$ cat config.mk
export PLATFORM = sky130hd
export DESIGN_NAME = debounce_multi
export DESIGN_NICKNAME = d
export VERILOG_FILES = /design/src/rtl/debounce_multi.sv
export SDC_FILE = /design/constraint.sdc
export NUM_CORES = 1
export LEC_CHECK = 0
export BUFFER_PORTS_ARGS = -buffer_cell sky130_fd_sc_hd__buf_4
export CORE_MARGIN = 4
export CORE_UTILIZATION = 60
export DETAILED_ROUTE_END_ITERATION = 16
export PLACE_DENSITY = 0.79
export SLEW_MARGIN = 10
export SYNTH_ARGS = -nofsm -noshare
export SYNTH_HDL_FRONTEND = slang
export SYNTH_SLANG_ARGS = --single-unit
$ cat constraint.sdc
create_clock -name clk -period 2.71 [get_ports clk]
set_input_delay 0.271 -clock clk [delete_from_list [all_inputs] [get_ports clk]]
set_output_delay 0.271 -clock clk [all_outputs]
set_load 0.02 [all_outputs]
$ cat src/rtl/debounce_multi.sv
// N-channel push-button debouncer: 2-flop synchroniser, saturating stability counter,
// registered level and press/release pulses. Define LONG_PRESS_EN for long-press detection.
module debounce_multi #(
  parameter int N_CH         = 4,
  parameter int DELAY_COUNTS = 2500,
  parameter int HOLD_COUNTS  = 50000000
) (
  input  logic            clk,
  input  logic            rst,
  input  logic [N_CH-1:0] button,
  output logic [N_CH-1:0] button_pressed,
  output logic [N_CH-1:0] press_pulse,
  output logic [N_CH-1:0] release_pulse,
  output logic            any_pressed,
  output logic [N_CH-1:0] long_press
);

  localparam int CNT_W  = $clog2(DELAY_COUNTS + 1);
  localparam int HOLD_W = $clog2(HOLD_COUNTS + 1);
  localparam logic [CNT_W-1:0] CNT_MAX = CNT_W'(DELAY_COUNTS);

  logic [N_CH-1:0]  sync1;
  logic [N_CH-1:0]  sync2;
  logic [N_CH-1:0]  prev;
  logic [CNT_W-1:0] count [N_CH];
  logic [N_CH-1:0]  settle;

  always_ff @(posedge clk or posedge rst) begin
    if (rst) begin
      sync1 <= '0;
      sync2 <= '0;
      prev  <= '0;
    end else begin
      sync1 <= button;
      sync2 <= sync1;
      prev  <= sync2;
    end
  end

  // A channel settles once its synchronised input has matched for DELAY_COUNTS+1 compares.
  always_comb begin
    settle = '0;
    for (int ch = 0; ch < N_CH; ch++) begin
      settle[ch] = (sync2[ch] == prev[ch]) && (count[ch] == CNT_MAX);
    end
  end

  always_ff @(posedge clk or posedge rst) begin
    if (rst) begin
      for (int ch = 0; ch < N_CH; ch++) begin
        count[ch] <= '0;
      end
    end else begin
      for (int ch = 0; ch < N_CH; ch++) begin
        if (sync2[ch] != prev[ch]) begin
          count[ch] <= '0;
        end else if (count[ch] != CNT_MAX) begin
          count[ch] <= count[ch] + 1'b1;
        end
      end
    end
  end

  always_ff @(posedge clk or posedge rst) begin
    if (rst) begin
      button_pressed <= '0;
      press_pulse    <= '0;
      release_pulse  <= '0;
    end else begin
      press_pulse   <= settle & prev & ~button_pressed;
      release_pulse <= settle & ~prev & button_pressed;
      for (int ch = 0; ch < N_CH; ch++) begin
        if (settle[ch]) begin
          button_pressed[ch] <= prev[ch];
        end
      end
    end
  end

  assign any_pressed = |button_pressed;

`ifdef LONG_PRESS_EN
  localparam logic [HOLD_W-1:0] HOLD_MAX = HOLD_W'(HOLD_COUNTS);
  localparam logic [HOLD_W-1:0] HOLD_PRE = HOLD_W'(HOLD_COUNTS - 1);

  logic [HOLD_W-1:0] hold [N_CH];

  // Hold counter saturates, so long_press fires only once per press.
  always_ff @(posedge clk or posedge rst) begin
    if (rst) begin
      long_press <= '0;
      for (int ch = 0; ch < N_CH; ch++) begin
        hold[ch] <= '0;
      end
    end else begin
      for (int ch = 0; ch < N_CH; ch++) begin
        long_press[ch] <= button_pressed[ch] && (hold[ch] == HOLD_PRE);
        if (!button_pressed[ch]) begin
          hold[ch] <= '0;
        end else if (hold[ch] != HOLD_MAX) begin
          hold[ch] <= hold[ch] + 1'b1;
        end
      end
    end
  end
`else
  logic [HOLD_W-1:0] unused_hold;
  assign unused_hold = HOLD_W'(HOLD_COUNTS);
  assign long_press  = '0;
`endif

endmodule

==> results_dict.tcl <==
set metrics [dict create \
    power.switching_mw 0.549 \
    max_freq_mhz 555 \
    post-layout-total-power_mw 2.28 \
    cts.repair_timing.setup_buffer_count 0 \
    critical_path_required_ns 2.44 \
    grt_setup_unrepaired "false" \
    clock_power_share 0.417 \
    synthTopCellsByArea "dfrtp_1 51%, a21oi_1 4.6%, o31ai_1 4.3%, or4_1 3.6%, nand2_1 3.1%" \
    yosys_most_used_dff "dfrtp_1" \
    design.core.area_um2 5610 \
    hold_class "input port to flop" \
    synth-edff-count 0 \
    finalWorstSetupSlack_ns 0.907 \
    switching_share 0.240 \
    pre_cts_setup_slack_ns 1.02 \
    final_design_area_no_fill_um2 3960 \
    critical_path.max_fanout 6 \
    dr_wl_met3_um 295 \
    postRouteWirelength_um 6940 \
    worst_ep_arrival_time_ns 1.53 \
    post-place-cells 426 \
    drt-initial-drc-count 165 \
    tns_ns 0 \
    fraction_of_synthesis_flops_using_an_asynchronous_set_or_reset_pin 1.00 \
    portBuffers 18 \
    ir_worst_vdd_v 0.000530 \
    first_pass_grt_wire_length_um 12200 \
    post_synth_num_cell_types 46 \
    yosys_warnings 0 \
    ant_nets 0 \
    uppermost_metal_layer_occupied_by_signal_nets "met4" \
    clock_skew_ns 0.00859 \
    clockRootBuffer "clkbuf_8" \
    worstReg2RegEnd "count[37]" \
    die_area_um2 7160 \
    power_density_nw_per_um2 577 \
    grt_pass1_vias 2607 \
    cts_sinks 72 \
    cts-root-to-sink-buffers 2 \
    timing.final.crit_period_ns 1.80 \
    r2r_cells 5 \
    finalNonFillerCells 442 \
    wl_met2_um 3290 \
    yosysTopAreaCellShare 0.512 \
    final-setup-viol-count 0 \
    cap_viol_max_count 0 \
    syn_area_per_cell_um2 10.4 \
    final.fill_count 424 \
    timing.final.crit_share 0.665 \
    timing.max_slew.rel_slack 0.484 \
    hpwlAfterDp_um 4720 \
    timing.final.max_slew_violations 0 \
    clk-insertion-delay-late_ns 0.35 \
    combinationalPowerShare 0.073 \
    finalHoldWorstSlack_ns 0.0344 \
    pin_count_of_the_biggest_net_entering_global_routing 57 \
    design.final.nets 380 \
    route.detailed.wl_per_inst_um 15.7 \
    tritoncts.num_buffers 9 \
    drt_first_pass_iters 6 \
    synth-seq-cells 72 \
    r2r_setup_slack_ns 1.00 \
    setup.worst_path.class "flop to output port" \
    cellInternalPower_mw 1.73 \
    die_ht_um 84.6 \
    post_synth_inst_count 340 \
    layout-drive-gt1-share 0.119 \
    io_pins 23 \
    area_delta_synth_final_pct 12.5 \
    min_from "button[2]" \
    post-route-util 0.706 \
    seq_power_share 0.510 \
    initial_antenna_violation_count 0 \
    detail_route.wirelength.met1_um 3220 \
    worstReg2RegStart "count[36]" \
    initial_core_utilization 0.628 \
    hold_violations 0 \
    via_per_inst 6.21 \
    timing.critical_path.to_type "output port" \
    yosys.area.top_type "dfrtp_1" \
    crit_start "button_pressed[1]" \
    hold-path-endpoint "sync1[2]" \
    place_congestion 0.831 \
    mappedNetlistArea_um2 3520 \
    path_clk_slew_ns 0.08 \
    drcViolationCount 0 \
    place_area_um2 3730 \
    antennaDiodeCount 0 \
    cts_max_level 3 \
    global_route.overflow_total 0 \
    detailroute.via_count 2747 \
    hold-path-cell-count 1 \
    rows 27 \
    power.leakage_nw 1.60 \
    seq_area_frac_synth 0.512 \
    status "complete, no violations" \
    die_width_um 84.6 \
    grt.total_usage 0.210 \
    critical_path_source_type "flop" \
    cts_tree "built" \
    worst-slew-pin-transition_ns 0.771 \
]
-- repair_timing --
action	CTS	global route
hold buffers	1	0
endpoints found under the hold margin	16	0
resized for setup	0	0
-- cell usage after synthesis (2+ instances only) --
master    number
nand4b_1       2
nand4_1       10
nand2_1       29
or4_1         17
xnor2_1        4
o21ai_0       17
nor4_1         3
inv_1         16
clkbuf_1       2
nand3_1       20
a31oi_1        4
buf_2          2
nand3_2        2
nor3_1         8
nor4b_4        2
and4b_1        3
o21ai_1        3
nor2_1         7
a311o_1        2
and3_1         3
xor2_1         8
or3_1         14
o211ai_1       2
dfrtp_1       72
ha_1           8
or3_4          2
buf_4          4
mux2i_1        6
o31ai_1       20
a21oi_1       32
-- critical path: stages (launching register included) --
cell and delay, ns:
dfrtp_1 0.47, or4_1 0.54, buf_4 0.18
-- flip-flops by register name, indices dropped and copies added (netlist names) --
signal,flops
button_pressed,4
count,48
press_pulse,4
prev,4
release_pulse,4
sync1,4
sync2,4
-- area by class of cell --
type / instances / area, µm² / area share
clock buffer: 12 / 155 / 0.0392
clock inverter: 3 / 65.1 / 0.0164
inverter: 16 / 60.1 / 0.0152
multi-input combinational: 247 / 1620 / 0.410
sequential: 72 / 1800 / 0.455
tap: 72 / 90.1 / 0.0228
timing repair buffer: 20 / 165 / 0.0417
-- cell families after synthesis --
logic type      count (synthesis)  share of synthesized area
compound gates                 84                      0.143
xor+xnor                       12                     0.0299
fa+ha+maj                       8                     0.0284
buf+inv                        24                     0.0306
flops                          72                      0.512
mux                             6                     0.0171
other cells                     1                    0.00107
simple gates                  133                      0.238
-- cell usage in the layout, fill, tap and decap left out, types with 14 or more instances in the layout --
cell type,n
dfrtp_1,72
a21oi_1,32
nand2_1,29
o31ai_1,20
nand3_1,20
buf_4,18
o21ai_0,17
or4_1,17
inv_1,15
or3_1,14
-- power groups by stage --
| stage | combinational [mW] | sequential, mW | clock [mW] |
|---|---|---|---|
| after global routing | 0.192 | 1.17 | 1.02 |
| final | 0.166 | 1.16 | 0.952 |
| after CTS | 0.168 | 1.16 | 0.964 |
| after detailed placement | 0.165 | 1.19 | 0 |
| after global placement | 0.160 | 1.18 | 0 |
| after floorplan | 0.129 | 1.17 | 0 |
-- routing by layer --
layer | GRT usage | vias to the layer above
met4 | 0.0906 | 0
met5 | 0 | -
met1 | 0.292 | 1330
li1 | - | 1333
met3 | 0.0353 | 15
met2 | 0.325 | 69
-- how the worst max path moves through the flow --
stage | to | cells past startpoint
global placement | count[37] | 5
detailed placement | count[37] | 5
finish | any_pressed | 2
floorplan | button_pressed[0] | 1
CTS | any_pressed | 2
global route | any_pressed | 2
Note: power is estimated with default switching activity, not from simulation.
